File: config.mk
export PLATFORM = sky130hd
export DESIGN_NAME = nand_gate_flat
export DESIGN_NICKNAME = d
export VERILOG_FILES = /design/src/rtl/nand_gate_if.sv /design/src/rtl/nand_gate.sv /design/src/flat_wrapper.sv
export SDC_FILE = /design/constraint.sdc
export NUM_CORES = 1
export LEC_CHECK = 0
export ABC_AREA = 1
export CELL_PAD_IN_SITES_DETAIL_PLACEMENT = 1
export CELL_PAD_IN_SITES_GLOBAL_PLACEMENT = 1
export CORE_AREA = 2 2 39 41
export DETAILED_ROUTE_END_ITERATION = 16
export DIE_AREA = 0 0 41 43
export GPL_ROUTABILITY_DRIVEN = 0
export PLACE_DENSITY = 0.63
export SKIP_LAST_GASP = 1
export SYNTH_ARGS = -nofsm -noshare
export SYNTH_HDL_FRONTEND = slang
export SYNTH_SLANG_ARGS = --single-unit
File: constraint.sdc
create_clock -name clk -period 0.9 [get_ports clk]
set_input_delay 0.09 -clock clk [delete_from_list [all_inputs] [get_ports clk]]
set_output_delay 0.09 -clock clk [all_outputs]
set_load 0.05 [all_outputs]
File: src/rtl/nand_gate_if.sv
// nand_gate operand/result bundle.
// master drives operands, slave is the gate.
interface nand_gate_if #(
  parameter int WIDTH = 1
);
  logic [WIDTH-1:0] a;
  logic [WIDTH-1:0] b;
  logic             in_valid;
  logic [WIDTH-1:0] y;
  logic [WIDTH-1:0] y_q;
  logic             out_valid;
  logic [3:0]       cov;
  logic             cov_done;

  modport master (
    output a, b, in_valid,
    input  y, y_q, out_valid, cov, cov_done
  );

  modport slave (
    input  a, b, in_valid,
    output y, y_q, out_valid, cov, cov_done
  );
endinterface

File: src/rtl/nand_gate.sv
// Bitwise NAND with optional registered stage
// and sticky lane-0 truth-table coverage.
module nand_gate #(
  parameter int WIDTH   = 1,
  parameter bit REG_OUT = 1
) (
  input  logic         clk,
  input  logic         rst_n,
  nand_gate_if.slave   gate
);

  logic [WIDTH-1:0] nand_y;
  logic [3:0]       cov_r;
  logic [1:0]       cov_idx;

  // the gate itself, lanes fully independent
  assign nand_y = ~(gate.a & gate.b);
  assign gate.y = nand_y;

  assign cov_idx = {gate.b[0], gate.a[0]};

  generate
    if (REG_OUT) begin : g_reg
      logic [WIDTH-1:0] y_q_r;
      logic             out_valid_r;

      // capture on valid, hold otherwise; valid pulses per capture
      always_ff @(posedge clk) begin
        if (!rst_n) begin
          y_q_r       <= '1;
          out_valid_r <= 1'b0;
        end else if (gate.in_valid) begin
          y_q_r       <= nand_y;
          out_valid_r <= 1'b1;
        end else begin
          out_valid_r <= 1'b0;
        end
      end

      assign gate.y_q       = y_q_r;
      assign gate.out_valid = out_valid_r;
    end else begin : g_comb
      assign gate.y_q       = nand_y;
      assign gate.out_valid = gate.in_valid;
    end
  endgenerate

  // sticky coverage: set the seen {b0,a0} row, cleared only by reset
  always_ff @(posedge clk) begin
    if (!rst_n) begin
      cov_r <= 4'b0000;
    end else if (gate.in_valid) begin
      cov_r[cov_idx] <= 1'b1;
    end
  end

  assign gate.cov      = cov_r;
  assign gate.cov_done = &cov_r;

endmodule

File: src/flat_wrapper.sv
// flat-port wrapper written by rule: the top's interface ports become plain ports
module nand_gate_flat 
#(
  parameter int WIDTH   = 1,
  parameter bit REG_OUT = 1
)
  (clk, rst_n, gate_a, gate_b, gate_in_valid, gate_y, gate_y_q, gate_out_valid, gate_cov, gate_cov_done);
  nand_gate_if #(.WIDTH(WIDTH)) gate_i ();
  input  logic clk;
  input  logic rst_n;
  input wire logic [$bits(gate_i.a)-1:0] gate_a;
  input wire logic [$bits(gate_i.b)-1:0] gate_b;
  input wire logic [$bits(gate_i.in_valid)-1:0] gate_in_valid;
  output wire logic [$bits(gate_i.y)-1:0] gate_y;
  output wire logic [$bits(gate_i.y_q)-1:0] gate_y_q;
  output wire logic [$bits(gate_i.out_valid)-1:0] gate_out_valid;
  output wire logic [$bits(gate_i.cov)-1:0] gate_cov;
  output wire logic [$bits(gate_i.cov_done)-1:0] gate_cov_done;
  assign gate_i.a = gate_a;
  assign gate_i.b = gate_b;
  assign gate_i.in_valid = gate_in_valid;
  assign gate_y = gate_i.y;
  assign gate_y_q = gate_i.y_q;
  assign gate_out_valid = gate_i.out_valid;
  assign gate_cov = gate_i.cov;
  assign gate_cov_done = gate_i.cov_done;
  nand_gate #(.WIDTH(WIDTH), .REG_OUT(REG_OUT)) u_core (.clk(clk), .rst_n(rst_n), .gate(gate_i));
endmodule
==> impl_metrics.py, run 1 <==
metrics = {
    "setup_path": {
        "crit_type": "flip-flop to output pin",
        "cp_slowest_cell": "dfxtp_4",
        "slowest_delay_ps": 350,
        "cp_cell_sequence": "inv_4 -> nor3_4 -> buf_12",
        "r2r_setup_slack_ps": 90,
        "start_kind": "flip-flop",
        "crit_required_ps": 810,
        "crit_arrival_ps": 990,
        "path_max_fanout": 2,
        "cp-end-kind": "output pin",
    },
    "synth": {
        "synth_edf_count": 0,
        "synth_nets": 33,
        "yosysUniqueCellTypes": 7,
        "synth_most_common_cell": "inv_1",
        "synth_top_flop_cell": "dfxtp_1",
        "synthTopCellsByCount": "inv_1 (8), dfxtp_1 (6), a21oi_1 (4), nand2_1 (4), nand3_1 (4)",
        "synth_top_area_cell": "dfxtp_1",
        "synth_area_leaders": "dfxtp_1 (56%), inv_1 (14%), a21oi_1 (9.3%)",
        "seq_area_frac_synth": 0.558,
        "yosysWarningCount": 0,
        "yosys_register_bits": 6,
        "netlist_area_sq_um": 215,
        "synth_top_area_share": 0.558,
        "syn_inst": 28,
        "async_flop_share": 0,
        "avgSynthCellArea_sq_um": 7.69,
    },
    "clock_tree": {
        "cts_tree": "done",
        "clk_pin_slew_ps": 40,
        "htree_levels": 1,
        "cts_buffers": 3,
        "cts_buffer_depth": 2,
        "clock_latency_ps": 240,
        "cts_root_buf": "clkbuf_4",
        "clock_sinks": 6,
    },
    "place": {
        "dpl.hpwl_um": 444,
        "port_buffers": 12,
    },
    "sta": {
        "min_period_ps": 1080,
        "relSlewSlack": 0.868,
        "report.final.slew_viol_count": 0,
        "layout_setup_ws_ps": -177,
        "max_freq_ghz": 0.929,
        "finalCritPeriodShare": 1.20,
        "fin_skew_ps": 0,
        "rsz0062_at_grt": "yes",
        "finalSetupTns_ps": -524,
        "setup_viol": 4,
        "hold_viol": 0,
        "tightestPinTransition_ps": 198,
    },
    "route": {
        "wl_per_cell_um": 9.57,
        "vias": 259,
        "initialDrtViolationCount": 0,
        "drt_wl_total_um": 622,
        "ant_nets": 0,
        "drtPass1Iterations": 1,
        "route.detailed.drc": 0,
        "drt-vias-per-instance": 3.98,
    },
    "grt": {
        "grt_overflow_total": 0,
        "antenna_found_initial": 0,
        "grt_pass1_wl_um": 1100,
        "grt_start_max_net_pins": 7,
        "grt_use_total": 0.0994,
        "grt_pass1_vias": 267,
    },
    "power_and_ir_drop": {
        "clockPowerShare": 0.328,
        "switching_share": 0.279,
        "combPwrFrac": 0.276,
        "p_int_mw": 0.527,
        "power_per_cell_area_nw_per_um2": 1340,
        "power_frac_seq": 0.396,
        "p_sw_mw": 0.204,
        "ir_drop_v": 0.000519,
        "power_leakage_nw": 0.262,
    },
    "final_layout": {
        "finalCoreUtilization": 0.393,
        "final_nets": 56,
        "drive_above_1_share": 0.490,
        "syn_to_final_growth_pct": 153,
        "diodes": 0,
    },
    "hold_path": {
        "hold_class": "input port to flip-flop",
    },
    "die": {
        "die_y_um": 43,
        "start_util": 0.156,
        "coreArea_sq_um": 1380,
        "die_w_um": 41,
        "rows": 14,
        "io_pins": 13,
        "die-area_sq_um": 1760,
    },
    "run_status": {
        "status": "finished, violations left",
        "failed_checks": "setup timing",
    },
    "job": {
        "drv_cap": 0,
    },
}
-- cells by family after synthesis --
| kind of cell | share of synthesized area |
|---|---|
| DFF | 0.558 |
| buffers and inverters | 0.140 |
| AOI/OAI and AO/OA | 0.116 |
| and+or+nand+nor | 0.186 |
-- sequential cells by signal, summed over array words and instances (netlist names) --
signal	cells
u_core.gate.y_q	1
u_core.gate.out_valid	1
u_core.gate.cov	4
-- through the flow --
step	instance area (sq um)	setup slack [ps]	cells	power, mW	hold WS, ps
after global routing	544	-243	65	0.779	321
final	544	-177	65	0.731	311
after floorplan	244	-185	28	0.369	159
after detailed placement	479	-138	58	0.478	532
after CTS	544	-192	65	0.747	312
after global placement	479	-96.7	58	0.476	532
-- worst paths after layout --
| check | end | startpoint | cells past startpoint |
|---|---|---|---|
| worst min-delay path | u_core.gate.cov[2]$_SDFFE_PN0P_ | gate_b | 3 |
| worst max register to register | u_core.gate.cov[3]$_SDFFE_PN0P_ | u_core.gate.cov[3]$_SDFFE_PN0P_ | 4 |
| worst min register to register | u_core.gate.y_q$_SDFFE_PN1P_ | u_core.gate.y_q$_SDFFE_PN1P_ | 2 |
| worst max-delay path | gate_cov_done | u_core.gate.cov[1]$_SDFFE_PN0P_ | 3 |
-- layout make-up --
class / count / area [sq um]
fill: 159 / 840
multi-input combinational: 14 / 83.8
inverter: 8 / 32.5
timing repair buffer: 18 / 250
clock buffer: 3 / 22.5
tap: 16 / 20.0
sequential: 6 / 135
-- power groups by stage --
stage          clock, mW  combinational [mW]  sequential, mW
2_1_floorplan          0              0.0323           0.336
3_3_place_gp           0               0.184           0.292
3_5_place_dp           0               0.186           0.292
4_1_cts            0.255               0.202           0.289
5_1_grt            0.276               0.213           0.290
6_report           0.239               0.202           0.290
-- critical path: cells and delay by family (launching register included) --
kind,cells,cell delay (ps)
flops,1,350
buf+inv,2,200
simple gates,1,200
-- metal layers --
| metal | up-vias | track usage | wire, um |
|---|---|---|---|
| met5 | - | 0 | 0 |
| met4 | 0 | 0.0400 | 0 |
| met3 | 0 | 0.0838 | 48 |
| met2 | 10 | 0.144 | 335 |
| met1 | 120 | 0.0997 | 238 |
| li1 | 129 | - | - |
-- cell usage in the layout, fill, tap and decap left out, drive strengths merged --
cell,n
clkdlybuf4s50,2
nand2,4
nand3,4
o21ai,1
inv,8
clkbuf,3
buf,14
a21oi,4
nor3,1
dfxtp,6
dlygate4sd2,2
-- timing repair --
action | CTS | global route
gates cloned | 0 | 0
endpoints found under the setup margin | 4 | 4
pin swaps | 2 | 0
gates resized for setup | 7 | 1
hold buffers | 0 | 0
buffers inserted | 4 | 1
(Power assumes the default switching activity.)
==> run 2: changes to the inputs <==
--- a/config.mk
+++ b/config.mk
@@ -5,14 +5,14 @@
 export SDC_FILE = /design/constraint.sdc
 export NUM_CORES = 1
 export LEC_CHECK = 0
-export ABC_AREA = 1
 export CELL_PAD_IN_SITES_DETAIL_PLACEMENT = 1
 export CELL_PAD_IN_SITES_GLOBAL_PLACEMENT = 1
 export CORE_AREA = 2 2 39 41
+export CTS_CLUSTER_SIZE = 8
 export DETAILED_ROUTE_END_ITERATION = 16
 export DIE_AREA = 0 0 41 43
 export GPL_ROUTABILITY_DRIVEN = 0
-export PLACE_DENSITY = 0.63
+export PLACE_DENSITY = 0.61
 export SKIP_LAST_GASP = 1
 export SYNTH_ARGS = -nofsm -noshare
 export SYNTH_HDL_FRONTEND = slang
==> run 2 against run 1 <==
  * The run still ends with setup timing left
  * Via count decreased by 0.77%
  * Non-clock buffer count unchanged
  * Flip-flop and latch count stayed put
  * Sequential share of layout area up 0.95 points
  * Critical path type unchanged
  * Critical endpoint unchanged
==> impl_metrics.py, run 2 <==
metrics = {
    "run_status": {
        "status": "finished, violations left",
        "failed_checks": "setup timing",
    },
    "route": {
        "initialDrtViolationCount": 0,
        "vias": 257,
        "drtPass1Iterations": 1,
        "wl_per_cell_um": 10.5,
        "drt_wl_total_um": 641,
        "drt-vias-per-instance": 4.21,
        "ant_nets": 0,
        "route.detailed.drc": 0,
    },
    "synth": {
        "seq_area_frac_synth": 0.568,
        "synth_top_flop_cell": "dfxtp_1",
        "yosys_register_bits": 6,
        "synth_top_area_cell": "dfxtp_1",
        "netlist_area_sq_um": 211,
        "async_flop_share": 0,
        "yosysWarningCount": 0,
        "avgSynthCellArea_sq_um": 9.19,
        "yosysUniqueCellTypes": 10,
        "syn_inst": 23,
        "synth_top_area_share": 0.568,
        "synth_nets": 28,
        "synth_area_leaders": "dfxtp_1 (57%), nand2_1 (11%), o21ai_1 (9.5%)",
        "synthTopCellsByCount": "dfxtp_1 (6), nand2_1 (6), o21ai_1 (4)",
        "synth_edf_count": 0,
    },
    "die": {
        "coreArea_sq_um": 1380,
        "io_pins": 13,
        "start_util": 0.153,
        "die-area_sq_um": 1760,
        "rows": 14,
        "die_y_um": 43,
        "die_w_um": 41,
    },
    "place": {
        "dpl-instance-area_sq_um": 457,
        "place_ws_ps": -159,
        "dpl.hpwl_um": 527,
        "port_buffers": 12,
    },
    "power_and_ir_drop": {
        "ir_drop_v": 0.000590,
        "power_per_cell_area_nw_per_um2": 1470,
        "power_leakage_nw": 0.221,
    },
    "sta": {
        "finalCritPeriodShare": 1.15,
        "max_freq_ghz": 0.963,
        "rsz0062_at_grt": "yes",
        "report.final.slew_viol_count": 0,
        "min_period_ps": 1040,
        "layout_setup_ws_ps": -138,
        "relSlewSlack": 0.857,
        "finalSetupTns_ps": -327,
        "tightestPinTransition_ps": 213,
        "hold_viol": 0,
        "fin_skew_ps": 0,
        "setup_viol": 5,
        "timing.hold.ws_ps": 287,
    },
    "clock_tree": {
        "cts_buffers": 3,
        "clock_sinks": 6,
        "cts_tree": "done",
        "cts_buffer_depth": 2,
        "clock_latency_ps": 250,
        "cts_root_buf": "clkbuf_4",
        "htree_levels": 1,
        "clk_pin_slew_ps": 50,
    },
    "setup_path": {
        "worst-r2r-cell-count": 4,
        "path_max_fanout": 2,
        "start_kind": "flip-flop",
        "crit_required_ps": 810,
        "crit_type": "flip-flop to output pin",
        "cp-end-kind": "output pin",
        "crit_arrival_ps": 950,
    },
    "grt": {
        "grt_start_max_net_pins": 6,
        "grt_use_total": 0.0946,
        "grt_pass1_vias": 260,
        "grt_pass1_wl_um": 993,
        "grt_overflow_total": 0,
        "antenna_found_initial": 0,
    },
    "final_layout": {
        "fillers": 166,
        "layout_commonest_cell": "buf_12",
        "final_nets": 51,
        "diodes": 0,
        "finalCoreUtilization": 0.379,
        "drive_above_1_share": 0.556,
        "layout_common_cells": "buf_12 (8), nand2_1 (5), buf_4 (5)",
        "fin_area_sq_um": 524,
        "largest_reg_flops": 4,
        "syn_to_final_growth_pct": 148,
    },
    "hold_path": {
        "hold_class": "input port to flip-flop",
        "hold_depth": 3,
    },
    "job": {
        "drv_cap": 0,
    },
}
[run 2: cells by family (layout without fill, tap and decap cells)]
kind of cell | count (synthesis) | after routing | synth area share
AOI/OAI and AO/OA | 5 | 5 | 0.136
buffers and inverters | 0 | 22 | 0
DFF | 6 | 6 | 0.568
and+or+nand+nor | 12 | 12 | 0.296
[run 2: metal layers]
metal,track usage,part of all wire
met4,0.120,0.056
met5,0,0
met3,0.0366,0.097
met2,0.156,0.53
met1,0.0615,0.31
[run 2: cell type report]
class	count	area (sq um)	area share
clock buffers	4	26.3	0.0501
multi-input cells	17	96.3	0.184
flip-flops and latches	6	135	0.258
well taps	16	20.0	0.0382
repair buffers	18	246	0.470
[run 2: critical path, stage by stage, from the launching register on]
cell and delay, ps:
dfxtp_4 340, and4_4 230, buf_12 130
[run 2: through the flow]
step           total power [mW]  instances
3_3_place_gp              0.480         52
2_1_floorplan             0.371         23
5_1_grt                   0.809         61
3_5_place_dp              0.484         52
4_1_cts                   0.773         60
6_report                  0.772         61
[run 2: worst paths after layout]
check	from	endpoint	slack, ps
setup / recovery	u_core.gate.cov[0]$_SDFFE_PN0P_	gate_cov_done	-140
hold / removal	gate_b	u_core.gate.cov[2]$_SDFFE_PN0P_	290
setup reg to reg	u_core.gate.cov[3]$_SDFFE_PN0P_	u_core.gate.cov[3]$_SDFFE_PN0P_	100
hold reg to reg	u_core.gate.cov[0]$_SDFFE_PN0P_	u_core.gate.cov[0]$_SDFFE_PN0P_	590
[run 2: repair_timing]
| action | 4_1_cts | 5_1_grt |
|---|---|---|
| gates resized for setup | 3 | 1 |
| cloned | 0 | 0 |
| setup endpoints to repair | 2 | 5 |
| pin swaps | 1 | 0 |
| setup buffers | 4 | 1 |
| hold endpoints to repair | 0 | 0 |
| hold buffers | 0 | 0 |
[run 2: where the power goes]
group | switching (mW) | internal, mW | leakage (nW) | total (mW)
logic | 0.102 | 0.106 | 0.154 | 0.208
registers | 0.00923 | 0.277 | 0.0522 | 0.286
clock network | 0.109 | 0.169 | 0.0150 | 0.278
